**src/rtl/writeback_arbiter.sv**
```systemverilog
// Register-file write-port arbiter: fixed-priority ALU writes merged with
// a FIFO of load returns, with WAW cancel and pending-write query flags.
module writeback_arbiter #(
  parameter int DATA_WIDTH = 64,
  parameter int DEPTH      = 4,
  localparam int CW        = $clog2(DEPTH) + 1
) (
  input  logic                  Clk,
  input  logic                  Reset,
  input  logic                  AluValid,
  input  logic [4:0]            AluRd,
  input  logic [DATA_WIDTH-1:0] AluData,
  input  logic                  MemValid,
  output logic                  MemReady,
  input  logic [4:0]            MemRd,
  input  logic [DATA_WIDTH-1:0] MemData,
  input  logic [4:0]            QueryA,
  input  logic [4:0]            QueryB,
  output logic                  PendA,
  output logic                  PendB,
  output logic [CW-1:0]         Count,
  output logic [4:0]            RW,
  output logic [DATA_WIDTH-1:0] BusW,
  output logic                  RegWr
);

  localparam int AW = $clog2(DEPTH);
  localparam logic [CW-1:0] FULL = CW'(DEPTH);
  localparam logic [4:0] X31 = 5'd31;

  logic [4:0]            r_rd   [DEPTH];
  logic [DATA_WIDTH-1:0] r_data [DEPTH];
  logic [DEPTH-1:0]      r_live;
  logic [AW-1:0]         r_wptr;
  logic [AW-1:0]         r_rptr;
  logic [CW-1:0]         r_count;
  logic                  r_regwr;
  logic [4:0]            r_rw;
  logic [DATA_WIDTH-1:0] r_busw;

  logic             w_alu;
  logic             w_push;
  logic             w_pop;
  logic             w_head_live;
  logic [DEPTH-1:0] w_hit_a;
  logic [DEPTH-1:0] w_hit_b;
  logic [DEPTH-1:0] w_cancel;

  assign MemReady    = !Reset && (r_count < FULL);
  assign w_alu       = AluValid && (AluRd != X31);
  assign w_push      = MemValid && MemReady && (MemRd != X31);
  assign w_pop       = !w_alu && (r_count != '0);
  assign w_head_live = r_live[r_rptr];

  always_comb begin
    w_hit_a  = '0;
    w_hit_b  = '0;
    w_cancel = '0;
    for (int i = 0; i < DEPTH; i++) begin
      w_hit_a[i]  = r_live[i] && (r_rd[i] == QueryA);
      w_hit_b[i]  = r_live[i] && (r_rd[i] == QueryB);
      w_cancel[i] = w_alu && (r_rd[i] == AluRd);
    end
  end

  assign PendA = (QueryA != X31) && (|w_hit_a);
  assign PendB = (QueryB != X31) && (|w_hit_b);
  assign Count = r_count;
  assign RW    = r_rw;
  assign BusW  = r_busw;
  assign RegWr = r_regwr;

  // Payload storage needs no reset; only live bits mark valid entries.
  always_ff @(posedge Clk) begin
    if (w_push) begin
      r_rd[r_wptr]   <= MemRd;
      r_data[r_wptr] <= MemData;
    end
  end

  always_ff @(posedge Clk) begin
    if (Reset) begin
      r_live  <= '0;
      r_wptr  <= '0;
      r_rptr  <= '0;
      r_count <= '0;
      r_regwr <= 1'b0;
      r_rw    <= X31;
      r_busw  <= '0;
    end else begin
      // Cancel first, so a same-cycle push (younger) keeps its live bit.
      r_live <= r_live & ~w_cancel;
      if (w_pop) begin
        r_live[r_rptr] <= 1'b0;
        r_rptr         <= r_rptr + AW'(1);
      end
      if (w_push) begin
        r_live[r_wptr] <= 1'b1;
        r_wptr         <= r_wptr + AW'(1);
      end
      r_count <= r_count + CW'(w_push) - CW'(w_pop);
      if (w_alu) begin
        r_regwr <= 1'b1;
        r_rw    <= AluRd;
        r_busw  <= AluData;
      end else if (w_pop) begin
        r_regwr <= w_head_live;
        if (w_head_live) begin
          r_rw   <= r_rd[r_rptr];
          r_busw <= r_data[r_rptr];
        end
      end else begin
        r_regwr <= 1'b0;
      end
    end
  end

endmodule
```
**config.mk**
```make
export PLATFORM = sky130hd
export DESIGN_NAME = writeback_arbiter
export DESIGN_NICKNAME = d
export VERILOG_FILES = /design/src/rtl/writeback_arbiter.sv
export SDC_FILE = /design/constraint.sdc
export NUM_CORES = 1
export LEC_CHECK = 0
export CORE_ASPECT_RATIO = 0.8
export CORE_MARGIN = 3
export CORE_UTILIZATION = 51
export CTS_BUF_LIST = sky130_fd_sc_hd__clkbuf_4 sky130_fd_sc_hd__clkbuf_8 sky130_fd_sc_hd__clkbuf_16
export DETAILED_ROUTE_END_ITERATION = 10
export HOLD_SLACK_MARGIN = 0.06
export PLACE_DENSITY_LB_ADDON = 0.08
export REMOVE_ABC_BUFFERS = 1
export SLEW_MARGIN = 20
export SYNTH_ARGS = -nofsm -noshare
export SYNTH_HDL_FRONTEND = slang
export SYNTH_SLANG_ARGS = --single-unit
```
**constraint.sdc**
```tcl
create_clock -name Clk -period 4.4 [get_ports Clk]
set_clock_uncertainty 0.2 [all_clocks]
set_input_delay 0.88 -clock Clk [delete_from_list [all_inputs] [get_ports Clk]]
set_output_delay 0.88 -clock Clk [all_outputs]
set_load 0.005 [all_outputs]
```
* Word level (Yosys, flattened, before mapping) *
Memory sizes are Yosys's and may differ from the RTL's. A register that Yosys moved wholly into a read port is not among the register bits.
Index checks and enable logic that the tools add are counted.

word-level totals
  ROM bits = 0
  logic and storage cells = 91
  register bits = 81
  bits of input ports = 152
  RAM bits = 276
  output and inout bits = 76
  bits in latches = 0
  memories = 2

memory list
  name    depth  bits a word  read ports  clocked after Yosys merged registers in  write ports  line  RTL
  r_data  4      64           1           1                                        1            32    logic [DATA_WIDTH-1:0] r_data [DEPTH];
  r_rd    4      5            5           1                                        1            31    logic [4:0] r_rd [DEPTH];

cells by class
  multiplexer cells = 23
  shift operators = 0
  bitwise operators = 5
  divide/modulo/power cells = 0
  $lt $le $gt $ge = 5
  equal/unequal tests = 16
  reduce and logical (&&, ||, !) cells = 29
  add/sub/neg operators = 4
  multiply operators = 0

operator list
  cell                                                                count
  2-to-1 mux 64 bit                                                   3
  == test 5 bit                                                       12
  logical AND 1 bit                                                   21
  inequality test 5 bit (second input constant)                       4
  2-to-1 mux 5 bit                                                    3
  2-to-1 mux 4 bit                                                    3
  AND 4 bit                                                           2
  2-to-1 mux 2 bit                                                    4
  NOT 4 bit                                                           2
  OR reduction 4 bit                                                  2
  2-to-1 mux 1 bit                                                    7
  < comparator 2 x 3 -> 1 bit (second input constant)                 2
  adder 2 x 1 -> 2 bit (second input constant)                        2
  demux 1 bit (select 2 bit)                                          2
  greater-or-equal comparator 2 x 1 -> 1 bit (second input constant)  2
  bitwise OR 4 bit                                                    1
  nonzero test 2 bit                                                  2
  adder 3 x 1 -> 3 bit                                                1
  < comparator 3 bit (second input constant)                          1
  nonzero test 3 bit                                                  1
  subtractor 3 x 1 -> 3 bit                                           1
  binary-select mux 1 bit (select 2 bit)                              1
  zero test 1 bit                                                     2
  AND reduction 2 bit                                                 1

* Longest topological paths before layout *
Gate-level depths: netlist of run 1.

  word-level depth = 10
  depth in mapped cells = 11
  gate-level depth less buffers = 10

* Worst setup path before layout of run 1 *
OpenSTA, ideal clock, no wires.

  path type = input to register
  start = input port Reset
  end = memory r_data[0][0], enable pin
  setup slack = 459 ps
  library setup time = 434 ps
  buffers on the path = 1
  stages on the path = 5
  data arrival time = 3307 ps
  required time = 3766 ps
  cell sequence = nor2_1 > nand2_1 > a31oi_1 > clkbuf_1 > and2_1

between the ends
  cells in the longest elaborated chain, start to end = 6

RTL lines
  element                                 line  RTL
  from (decl)                             9     input logic Reset,
  zero test 1 bit                         49    assign MemReady = !Reset && (r_count < FULL);
  logical AND 1 bit                       49
  logical AND 1 bit (2 in a row)          51    assign w_push = MemValid && MemReady && (MemRd != X31);
  2-to-1 mux 1 bit                        75    if (w_push) begin
  2-to-1 mux 1 bit (implied by the code)  77    r_data[r_wptr] <= MemData;
  to (decl)                               32

No other way between the ends.

* Worst setup path after layout of run 1 *
  start = input port QueryB[3]
  end = output port PendB

between the ends
  cells in the longest elaborated chain, start to end = 4
  elaborated cells on any way between the ends = 11
  classes of those cells = eq/ne (5); reduce/logical (6)

RTL lines
  element                line  RTL
  from (decl)            18    input logic [4:0] QueryB,
  == test 5 bit          61    w_hit_b[i] = r_live[i] && (r_rd[i] == QueryB);
  logical AND 1 bit      61
  OR reduction 4 bit     67    assign PendB = (QueryB != X31) && (|w_hit_b);
  logical AND 1 bit (*)  67
  to (decl)              20    output logic PendB,

Mark *: on every way between the ends. The rest lies on a longest branch, timed or not.

==> reports/results.md, run 1 <==
| Item | Reported |
|---|---|
| Synth Cell Area | 0.0142 mm^2 |
| Leakage | 6.03 nW |
| Crit path kind | input pin to output port |
| Area fraction of the dominant cell type after synthesis | 58.3% |
| Die outline width | 193 um |
| Num rows | 53 |
| Pin count of the biggest net entering global routing | 84 |
| Overall die area | 0.0299 mm^2 |
| Synthesized instance count | 915 |
| Final cycle utilization of the critical path | 91.1% |
| Ports placed on the boundary | 228 |
| Post-layout utilization of the core | 67.2% |
| Final critical path time including I/O delays and setup | 4.01 ns |
| Total of fill cells in the finished design | 1902 |
| Setup repair after global routing missed its margin | false |
| Result of the run | finished clean |
| Inst Count DP | 1453 |
| Critical path cell sequence | clkdlybuf4s50_1 -> xor2_1 -> nor4_1 -> nand3_1 -> and4_1 -> a31oi_1 -> clkdlybuf4s50_1 |
| DRT antenna net count | 0 |
| Global-route wire length before repair | 48.6 mm |
| H-tree depth | 2 |
| Final setup TNS | 0 ns |
| Ranking of synthesized cells by area | sky130_fd_sc_hd__edfxtp_1, sky130_fd_sc_hd__dfxtp_1, sky130_fd_sc_hd__mux4_2 |
| Area of all sequential standard cells | 0.00996 mm^2 |
| Fraction of synthesis flops using an asynchronous set or reset pin | 0% |
| Kind of start point of the critical path | input pin |
| Number of distinct library cells after synthesis | 35 |
| Clock tree buffer depth | 3 |
| Total setup violations reported at the end of the flow | 0 |
| Worst skew pair latency | 0.51 ns |
| Critical Path Stages | 7 |
| HPWL Detailed | 19.8 mm |
| Number of buffers and inverters on the critical path | 2 |
| Total wirelength of the detailed-routed design | 31.2 mm |
| Vias after detailed routing | 8428 |
| Clock transition at the registers of the reported paths | 0.06 ns |
| Placer Congestion | 0.824 |
| Post-route non-filler standard cell count | 1517 |
| WL per Instance | 20.6 um |
| Mean instance size in the synthesized netlist | 15.5 um^2 |
| Share of layout cells above drive strength 1 | 13.9% |
| Cells on Worst Hold Path | 2 |
| Congestion Overflow GR | 0 |
| Worst path arrival time | 2.93 ns |
| Maximum vdd ir drop | 266 uV |
| Total power per unit cell area | 461 mW/mm^2 |
| Post-detailed-route DRC marker count | 0 |
| Main flop type after synthesis | sky130_fd_sc_hd__edfxtp_1 |
| Top cell family by delay on the critical path | buffers and inverters |
| Count of port buffers added during placement | 227 |
| Portion of the post-synthesis area used by sequential elements | 70.0% |
| Worst-case reg-to-reg path depth | 11 |
| Final critical-path setup slack | 0.393 ns |
| Worst hold path type | flop to flop |
| Diodes inserted | 0 |
| DRC violation total after the first TritonRoute iteration | 595 |
| Actual transition at the worst max-transition pin | 0.975 ns |
| Via count of the first global-routing pass | 8470 |
| Multi-input gate area in the final layout | 0.00395 mm^2 |
| Fmax | 250 MHz |
| Nets | 1295 |
| Ranking of synthesized cells by instance count | sky130_fd_sc_hd__edfxtp_1, sky130_fd_sc_hd__nor2_1, sky130_fd_sc_hd__dfxtp_1, sky130_fd_sc_hd__nor4_1, sky130_fd_sc_hd__mux4_2 |
| Max_slew headroom | 35.0% |
| Setup WS pre-CTS | 0.395 ns |
| Setup crit end kind | output port |
| Root buffer selected by CTS | sky130_fd_sc_hd__clkbuf_16 |
| Number of buffers inserted during clock tree synthesis | 35 |
| Vert. Die Dim | 155 um |
| Worst Path Required | 3.32 ns |
| Core ar. | 0.0269 mm^2 |
| Dominant cell by count in the synthesized netlist | sky130_fd_sc_hd__edfxtp_1 |
| Starting Density | 52.9% |
| Number of buffers inserted for hold repair after clock tree synthesis | 0 |
| Number of enable flip-flop cells after synthesis | 276 |
| Crit path largest cell delay | 0.55 ns |
| Quantity of gates resized following cts | 0 |
| Highest net fanout along the worst path | 5 |
| Count of warnings emitted by yosys | 0 |
| Total track usage | 21.1% |
| Antenna violations before repair | 2 |
| Number of violations of the max-capacitance limit | 0 |
| Slowest stage cell, crit path | sky130_fd_sc_hd__clkdlybuf4s50_1 |
| Postcts setup bufs | 0 |
| Number of detailed-routing iterations run before antenna repair | 5 |
| Seq cells post-synth | 359 |
| Final Hold Fails | 0 |
| Cell occurring most often along the worst timing path | sky130_fd_sc_hd__clkdlybuf4s50_1 |
| Number of sinks driven by the clock tree | 359 |
| Layout Area Growth over Synthesis | 26.9% |
| Largest area contributor in the netlist | sky130_fd_sc_hd__edfxtp_1 |
| TritonCTS clock tree | done |
| Total count of max-transition violations in the final report | 0 |
| Worst hold margin | 0.293 ns |
| Avg Vias per Cell | 5.56 |
-- logic make-up after synthesis --
family	synth area share, %
xor gates and xnor gates	4.01
buffers and inverters	2.29
muxes	11.2
DFF	70.0
and+or+nand+nor	10.4
adders and majority gates	0.933
AOI/OAI and AO/OA	1.22
-- worst reg2reg max path, stage by stage (launching register included) --
cell and delay (ns):
sky130_fd_sc_hd__dfxtp_1 0.34, sky130_fd_sc_hd__nor2_1 0.14, sky130_fd_sc_hd__nand2_1 0.16, sky130_fd_sc_hd__a31oi_1 0.18
sky130_fd_sc_hd__buf_4 0.23, sky130_fd_sc_hd__xor2_1 0.17, sky130_fd_sc_hd__ha_1 0.16, sky130_fd_sc_hd__inv_1 0.05
sky130_fd_sc_hd__fa_1 0.40, sky130_fd_sc_hd__xor2_1 0.17, sky130_fd_sc_hd__xnor2_1 0.13, sky130_fd_sc_hd__nor2_1 0.05
-- state kept, by name, indices dropped and copies added (netlist names), named ones only --
name	cells
RegWr	1
r_data	256
r_rd	20
r_live	4
r_wptr	2
r_rptr	2
RW	5
BusW	64
Count	3
-- final timing paths --
path             start       end  slack [ns]
max          QueryB[3]     PendB        0.39
min           BusW[61]  BusW[61]        0.29
max reg2reg   Count[2]  Count[2]        1.88
min reg2reg   BusW[61]  BusW[61]        0.29
-- through the flow --
step	total power, mW	cell area, um^2
after CTS	8.42	18000
after global placement	5.35	16800
after detailed placement	5.38	16800
final	8.32	18000
after global routing	8.68	18000
after floorplan	4.82	13900
-- layout make-up --
class,instances,area share [%]
clock buffers,49,5.67
well taps,357,2.48
clock inverters,15,0.950
inverters,5,0.104
repair buffers,243,13.7
multi-input cells,489,21.9
flip-flops and latches,359,55.2
-- power by group --
group	switching (mW)	internal, mW	leakage, nW
clock network	1.22	1.82	0.595
registers	0.179	3.85	3.19
logic	0.506	0.743	2.25
total	1.90	6.41	6.03
-- per-layer routing --
metal	GRT usage, %	wire (um)	up-vias
li1	-	-	3880
met1	31.7	13900	4223
met2	32.4	14500	280
met3	4.73	2380	41
met4	4.09	353	4
met5	0	25	-
-- cell usage in the layout (no fill, tap or decap), types with 3 or more instances in the layout --
| cell type | synthesis | final |
|---|---|---|
| sky130_fd_sc_hd__dfxtp_1 | 83 | 81 |
| sky130_fd_sc_hd__nand3_1 | 12 | 12 |
| sky130_fd_sc_hd__clkdlybuf4s50_1 | 0 | 226 |
| sky130_fd_sc_hd__clkbuf_8 | 0 | 4 |
| sky130_fd_sc_hd__nor2_1 | 206 | 206 |
| sky130_fd_sc_hd__or4_1 | 4 | 4 |
| sky130_fd_sc_hd__nor4_1 | 72 | 72 |
| sky130_fd_sc_hd__a31oi_1 | 3 | 3 |
| sky130_fd_sc_hd__inv_1 | 5 | 5 |
| sky130_fd_sc_hd__edfxtp_1 | 276 | 276 |
| sky130_fd_sc_hd__mux4_2 | 70 | 70 |
| sky130_fd_sc_hd__bufinv_16 | 0 | 3 |
| sky130_fd_sc_hd__nor2b_1 | 7 | 7 |
| sky130_fd_sc_hd__clkbuf_16 | 0 | 36 |
| sky130_fd_sc_hd__and2_4 | 0 | 4 |
| sky130_fd_sc_hd__o21bai_1 | 5 | 5 |
| sky130_fd_sc_hd__ha_1 | 9 | 9 |
| sky130_fd_sc_hd__o22ai_1 | 5 | 5 |
| sky130_fd_sc_hd__buf_4 | 7 | 11 |
| sky130_fd_sc_hd__clkinv_2 | 0 | 5 |
| sky130_fd_sc_hd__and3_1 | 3 | 3 |
| sky130_fd_sc_hd__buf_12 | 0 | 6 |
| sky130_fd_sc_hd__nand2_1 | 6 | 6 |
| sky130_fd_sc_hd__xnor2_1 | 23 | 23 |
| sky130_fd_sc_hd__clkbuf_4 | 0 | 9 |
| sky130_fd_sc_hd__xor2_1 | 42 | 42 |
| sky130_fd_sc_hd__a32oi_1 | 4 | 4 |
Note: power is estimated with default switching activity, not from simulation.
==> run 2, diff against run 1 <==
--- a/config.mk
+++ b/config.mk
@@ -12,6 +12,7 @@
 export DETAILED_ROUTE_END_ITERATION = 10
 export HOLD_SLACK_MARGIN = 0.06
 export PLACE_DENSITY_LB_ADDON = 0.08
+export RECOVER_POWER = 25
 export REMOVE_ABC_BUFFERS = 1
 export SLEW_MARGIN = 20
 export SYNTH_ARGS = -nofsm -noshare
==> constraint.sdc (replaced) <==
create_clock -name Clk -period 5 [get_ports Clk]
set_clock_uncertainty 0.2 [all_clocks]
set_input_delay 1 -clock Clk [delete_from_list [all_inputs] [get_ports Clk]]
set_output_delay 1 -clock Clk [all_outputs]
set_load 0.005 [all_outputs]
==> reports/results.md, run 2 (same netlist as run 1, synthesis figures left out) <==
| Item | Reported | Delta |
|---|---|---|
| Setup crit end kind | output port | unchanged |
| Vert. Die Dim | 155 um | unchanged |
| Total count of max-transition violations in the final report | 0 | unchanged |
| Count of port buffers added during placement | 227 | unchanged |
| Avg Vias per Cell | 5.45 | was 5.56 |
| Final critical-path setup slack | 0.714 ns | was 0.393 ns |
| Number of sinks driven by the clock tree | 359 | unchanged |
| Slowest stage cell, crit path | sky130_fd_sc_hd__clkdlybuf4s50_1 | unchanged |
| Quantity of gates resized following cts | 0 | unchanged |
| Die outline width | 193 um | unchanged |
| Pin count of the biggest net entering global routing | 84 | unchanged |
| Number of flip-flops in the largest register | 256 | unchanged |
| Worst hold path type | flop to flop | unchanged |
| Antenna violations before repair | 7 | was 2 |
| H-tree depth | 2 | unchanged |
| Nets | 1293 | was 1295 |
| Worst Path Required | 3.80 ns | was 3.32 ns |
| Critical Path Sink | PendA | was PendB |
| Via count of the first global-routing pass | 8310 | was 8470 |
| Instance area at placement | 0.0168 mm^2 | about the same |
| Post-detailed-route DRC marker count | 0 | unchanged |
| Total wirelength of the detailed-routed design | 31.0 mm | was 31.2 mm |
| Kind of start point of the critical path | input pin | unchanged |
| Global-route wire length before repair | 47.9 mm | was 48.6 mm |
| Final design area excluding fillers | 0.0180 mm^2 | about the same |
| HPWL Detailed | 19.5 mm | was 19.8 mm |
| Final critical path time including I/O delays and setup | 4.29 ns |  |
| Clock transition at the registers of the reported paths | 0.06 ns | about the same |
| Leakage | 6.02 nW | was 6.03 nW |
| Placer Congestion | 0.820 | was 0.824 |
| Number of violations of the max-capacitance limit | 0 | unchanged |
| Clock tree buffer depth | 3 | unchanged |
| Crit path kind | input pin to output port | unchanged |
| Total track usage | 20.8% | was 21.1% |
| Worst-case reg-to-reg path depth | 5 | was 11 |
| Result of the run | finished clean | unchanged |
| DRT antenna net count | 0 | unchanged |
| Launch point of the worst reg-to-reg path | r_rptr[0] | was Count[2] |
| Most frequent cells in the layout | sky130_fd_sc_hd__edfxtp_1, sky130_fd_sc_hd__nor2_1, sky130_fd_sc_hd__clkdlybuf4s50_1 | was sky130_fd_sc_hd__edfxtp_1, sky130_fd_sc_hd__clkdlybuf4s50_1, sky130_fd_sc_hd__nor2_1 |
| Share of layout cells above drive strength 1 | 13.5% | was 13.9% |
| Worst hold margin | 0.294 ns | was 0.293 ns |
| DRC violation total after the first TritonRoute iteration | 508 | was 595 |
| Layout Area Growth over Synthesis | 26.7% | was 26.9% |
| Final Hold Fails | 0 | unchanged |
| Fmax | 233 MHz |  |
| Setup repair after global routing missed its margin | false | unchanged |
| Congestion Overflow GR | 0 | unchanged |
| Number of buffers inserted during clock tree synthesis | 36 | was 35 |
| Maximum vdd ir drop | 358 uV | was 266 uV |
| Ports placed on the boundary | 228 | unchanged |
| Core ar. | 0.0269 mm^2 | unchanged |
| Max_slew headroom | 30.9% | was 35.0% |
| Commonest non-fill, non-tap cell in the layout | sky130_fd_sc_hd__edfxtp_1 | unchanged |
| Highest net fanout along the worst path | 5 | unchanged |
| Number of buffers inserted for hold repair after clock tree synthesis | 0 | unchanged |
| Worst skew pair latency | 0.51 ns | about the same |
| WL per Instance | 20.4 um | was 20.6 um |
| Overall die area | 0.0299 mm^2 | unchanged |
| Worst path arrival time | 3.09 ns | was 2.93 ns |
| Crit Reg-Reg Endpoint | BusW[50] | was Count[2] |
| Worst Setup SP | QueryA[3] | was QueryB[3] |
| Cell occurring most often along the worst timing path | sky130_fd_sc_hd__clkdlybuf4s50_1 | unchanged |
| Crit path largest cell delay | 0.54 ns | was 0.55 ns |
| Top reg by flops | r_data | unchanged |
| Critical path cell sequence | clkdlybuf4s50_1 -> xor2_1 -> nor4_1 -> nand3_1 -> and4_1 -> a31oi_1 -> clkdlybuf4s50_1 | unchanged |
| Postcts setup bufs | 0 | unchanged |
| Num rows | 53 | unchanged |
| Number of detailed-routing iterations run before antenna repair | 4 | was 5 |
| Setup slack on the worst flop-to-flop path | 2.29 ns | was 1.88 ns |
| Actual transition at the worst max-transition pin | 1.04 ns | was 0.975 ns |
| Total setup violations reported at the end of the flow | 0 | unchanged |
| Starting Density | 52.9% | unchanged |
| Final cycle utilization of the critical path | 85.7% |  |
| Vias after detailed routing | 8280 | was 8428 |
| Final setup TNS | 0 ns | unchanged |
| Total power per unit cell area | 406 mW/mm^2 | was 461 mW/mm^2 |
| TritonCTS clock tree | done | unchanged |
| Root buffer selected by CTS | sky130_fd_sc_hd__clkbuf_16 | unchanged |
| Setup WS pre-CTS | 0.751 ns | was 0.395 ns |
run 2: changes by cell type in the layout (fill, tap and decap cells not counted), sizes merged:
cell,previous run,this run
clkbuf,49,55
clkdlybuf4s50,226,180
diode,0,3
dlygate4sd3,0,46
clkinvlp,2,1
bufinv,3,1
inv,7,6
buf,17,14
run 2: metal layers:
layer	up-vias	global-route usage [%]	share of wire [%]
li1	3889	-	-
met1	4073	30.9	46
met2	248	31.9	46
met3	58	4.44	6.5
met4	12	4.65	1.7
met5	-	0	0.26
run 2: power breakdown:
| part | switching, mW | total [mW] | internal [mW] |
|---|---|---|---|
| Sequential | 0.179 | 3.57 | 3.39 |
| Clock | 1.08 | 2.67 | 1.59 |
| Combinational | 0.425 | 1.06 | 0.638 |
| Total | 1.69 | 7.30 | 5.61 |
run 2: layout make-up:
cell class              count  area [um^2]
diodes                      3         7.51
clock buffers              55         1100
clock inverters            11         95.1
fillers                  1897         8860
inverters                   5         18.8
multi-input cells         489         3950
flip-flops and latches    359         9960
well taps                 357          447
repair buffers            240         2420
run 2: worst min-delay path by stage:
| stage | startpoint | end | cells past startpoint |
|---|---|---|---|
| global route | BusW[55] | BusW[55] | 2 |
| CTS | BusW[12] | BusW[12] | 2 |
| floorplan | BusW[0] | BusW[0] | 2 |
| finish | BusW[12] | BusW[12] | 2 |
| global placement | BusW[34] | BusW[34] | 2 |
| detailed placement | BusW[12] | BusW[12] | 2 |
run 2: metrics by stage:
step           instances  utilization (%)  total power, mW
2_1_floorplan        853                -             4.24
3_3_place_gp        1450             62.5             4.70
3_5_place_dp        1450             62.5             4.72
4_1_cts             1516             67.0             7.38
5_1_grt             1517             67.0             7.60
6_report            1519             67.0             7.30
run 2: worst max-delay path: cells and delay by family:
family / cells / cell delay (ns)
XOR/XNOR: 1 / 0.20
AO/OA/AOI/OAI: 1 / 0.15
buffers and inverters: 2 / 1.07
AND/OR/NAND/NOR: 3 / 0.66
==> run 3, diff against run 2 <==
--- a/config.mk
+++ b/config.mk
@@ -6,7 +6,7 @@
 export NUM_CORES = 1
 export LEC_CHECK = 0
 export CORE_ASPECT_RATIO = 0.8
-export CORE_MARGIN = 3
+export CORE_MARGIN = 2
 export CORE_UTILIZATION = 51
 export CTS_BUF_LIST = sky130_fd_sc_hd__clkbuf_4 sky130_fd_sc_hd__clkbuf_8 sky130_fd_sc_hd__clkbuf_16
 export DETAILED_ROUTE_END_ITERATION = 10
==> reports/results.md, run 3 (same netlist as run 1, synthesis figures left out) <==
| Item | Reported | Delta |
|---|---|---|
| P_int | 5.80 mW | was 5.61 mW |
| Setup repair after global routing missed its margin | false | unchanged |
| Clock transition at the registers of the reported paths | 0.06 ns | about the same |
| Number of buffers inserted for hold repair after clock tree synthesis | 0 | unchanged |
| DRC violation total after the first TritonRoute iteration | 506 | was 508 |
| Slowest stage cell, crit path | sky130_fd_sc_hd__clkdlybuf4s50_1 | unchanged |
| Cells on Worst Hold Path | 2 | unchanged |
| Routing usage on met3 | 5.07% | was 4.44% |
| Post-layout total power | 7.52 mW | was 7.30 mW |
| Final Hold Fails | 0 | unchanged |
| Crit path kind | input pin to output port | unchanged |
| Hold_sp | BusW[55] | was BusW[12] |
| Pin count of the biggest net entering global routing | 70 | was 84 |
| Area of all sequential standard cells | 0.00996 mm^2 | unchanged |
| Quantity of gates resized following cts | 0 | unchanged |
| Overall die area | 0.0292 mm^2 | was 0.0299 mm^2 |
| Root buffer selected by CTS | sky130_fd_sc_hd__clkbuf_16 | unchanged |
| Total track usage | 22.0% | was 20.8% |
| Launch point of the worst reg-to-reg path | Count[2] | was r_rptr[0] |
| Worst path arrival time | 3.12 ns | was 3.09 ns |
| Worst Path Required | 3.80 ns | about the same |
| Setup crit end kind | output port | unchanged |
| Total of fill cells in the finished design | 1969 | was 1897 |
| P_sw | 1.72 mW | was 1.69 mW |
| Final cycle utilization of the critical path | 86.3% | was 85.7% |
| Core ar. | 0.0274 mm^2 | was 0.0269 mm^2 |
| Count of port buffers added during placement | 227 | unchanged |
| Starting Density | 51.9% | was 52.9% |
| Share of power burned in the clock network | 38.2% | was 36.6% |
| Total wirelength of the detailed-routed design | 31.8 mm | was 31.0 mm |
| Ports placed on the boundary | 228 | unchanged |
| Combinational share of power | 14.6% | about the same |
| Maximum vdd ir drop | 284 uV | was 358 uV |
| Total setup violations reported at the end of the flow | 0 | unchanged |
| Setup slack on the worst flop-to-flop path | 2.46 ns | was 2.29 ns |
| Num rows | 54 | was 53 |
| TritonCTS clock tree | done | unchanged |
| Switch share | 22.9% | was 23.1% |
| Critical path cell sequence | clkdlybuf4s50_1 -> xor2_1 -> nor4_1 -> nand3_1 -> and4_1 -> a31oi_1 -> clkdlybuf4s50_1 | unchanged |
| Antenna violations before repair | 5 | was 7 |
| Worst Hold End | BusW[55] | was BusW[12] |
| Cell occurring most often along the worst timing path | sky130_fd_sc_hd__clkdlybuf4s50_1 | unchanged |
| Leakage | 6.09 nW | was 6.02 nW |
| Worst hold path type | flop to flop | unchanged |
| Global-route wire length before repair | 49.1 mm | was 47.9 mm |
| Fmax | 232 MHz | was 233 MHz |
| Top reg by flops | r_data | unchanged |
| Crit path largest cell delay | 0.55 ns | was 0.54 ns |
| Post-layout utilization of the core | 66.3% | was 67.0% |
| Highest net fanout along the worst path | 5 | unchanged |
| HPWL Detailed | 20.1 mm | was 19.5 mm |
| Top cell family by delay on the critical path | buffers and inverters | unchanged |
| Final critical-path setup slack | 0.683 ns | was 0.714 ns |
| Total count of max-transition violations in the final report | 0 | unchanged |
| WL per Instance | 20.8 um | was 20.4 um |
| Die outline width | 191 um | was 193 um |
| Postcts setup bufs | 0 | unchanged |
| Nets | 1298 | was 1293 |
| Post-detailed-route DRC marker count | 0 | unchanged |
| Share of layout cells above drive strength 1 | 13.8% | was 13.5% |
| Worst-case reg-to-reg path depth | 11 | was 5 |
| Setup WS pre-CTS | 0.711 ns | was 0.751 ns |
| Congestion Overflow GR | 0 | unchanged |
| Commonest non-fill, non-tap cell in the layout | sky130_fd_sc_hd__edfxtp_1 | unchanged |
| Layer with the highest usage after global routing | met2 | unchanged |
| Final critical path time including I/O delays and setup | 4.32 ns | was 4.29 ns |
| M2 GR Usage | 34.7% | was 31.9% |
| Sequential share of power | 47.2% | was 48.9% |
| Worst skew pair latency | 0.51 ns | about the same |
| Multi-input gate area in the final layout | 0.00396 mm^2 | was 0.00395 mm^2 |
| Kind of start point of the critical path | input pin | unchanged |
| Via count of the first global-routing pass | 8541 | was 8310 |
| Actual transition at the worst max-transition pin | 0.904 ns | was 1.04 ns |
| Final setup TNS | 0 ns | unchanged |
| Number of buffers inserted during clock tree synthesis | 36 | unchanged |
| Layout Area Growth over Synthesis | 27.7% | was 26.7% |
| Number of violations of the max-capacitance limit | 0 | unchanged |
| Result of the run | finished clean | unchanged |
| Most frequent cells in the layout | sky130_fd_sc_hd__edfxtp_1, sky130_fd_sc_hd__nor2_1, sky130_fd_sc_hd__clkdlybuf4s50_1 | unchanged |
| Number of buffers and inverters on the critical path | 2 | unchanged |
| Clock tree buffer depth | 3 | unchanged |
| Crit Reg-Reg Endpoint | Count[2] | was BusW[50] |
| H-tree depth | 2 | unchanged |
| Max_slew headroom | 39.7% | was 30.9% |
| Number of flip-flops in the largest register | 256 | unchanged |
| Total power per unit cell area | 414 mW/mm^2 | was 406 mW/mm^2 |
| Vert. Die Dim | 153 um | was 155 um |
| Number of sinks driven by the clock tree | 359 | unchanged |
| Avg Vias per Cell | 5.49 | was 5.45 |
| DRT antenna net count | 0 | unchanged |
| Number of detailed-routing iterations run before antenna repair | 5 | was 4 |
| Placer Congestion | 0.845 | was 0.820 |
| Vias after detailed routing | 8395 | was 8280 |
| M1 GR Usage | 32.1% | was 30.9% |
[run 3: worst max path at each step]
stage / startpoint / endpoint / slack (ns) / cells past startpoint
after floorplan: AluRd[3] / RW[0] / 0.74 / 5
after global placement: QueryB[3] / PendB / 0.78 / 7
after detailed placement: QueryB[3] / PendB / 0.71 / 7
after CTS: QueryB[3] / PendB / 0.70 / 7
after global routing: QueryB[3] / PendB / 0.60 / 7
final: QueryB[3] / PendB / 0.68 / 7
[run 3: power by group through the flow]
stage	Clock (mW)	Combinational, mW	Sequential (mW)
after global routing	3.04	1.19	3.58
after floorplan	0	0.620	3.63
after global placement	0	1.09	3.61
final	2.87	1.09	3.55
after detailed placement	0	1.11	3.62
after CTS	2.93	1.12	3.56
[run 3: area by class of cell]
type / count / share of cell area, %
clock inverter: 20 / 1.33
antenna: 2 / 0.0276
inverter: 5 / 0.103
tap: 364 / 2.51
timing repair buffer: 245 / 13.5
clock buffer: 46 / 5.84
sequential: 359 / 54.9
multi-input combinational: 489 / 21.8
[run 3: per-layer routing]
layer | part of all wire, % | routed length [um] | vias to the layer above
met3 | 7.1 | 2260 | 38
met4 | 1.1 | 336 | 8
li1 | - | - | 3877
met1 | 45 | 14300 | 4176
met2 | 47 | 14800 | 296
met5 | 0.14 | 45 | -
[run 3: tightest hold or removal path, stage by stage (launching register included)]
cell	delay, ns
sky130_fd_sc_hd__dfxtp_1	0.31
sky130_fd_sc_hd__nor2_1	0.09
sky130_fd_sc_hd__nor4_1	0.05
[run 3: per-stage QoR]
step	hold WS (ns)	area, um^2	instances
3_5_place_dp	0.289	16800	1462
6_report	0.294	18200	1530
5_1_grt	0.319	18100	1528
2_1_floorplan	0.292	13900	853
3_3_place_gp	0.282	16800	1462
4_1_cts	0.296	18100	1528
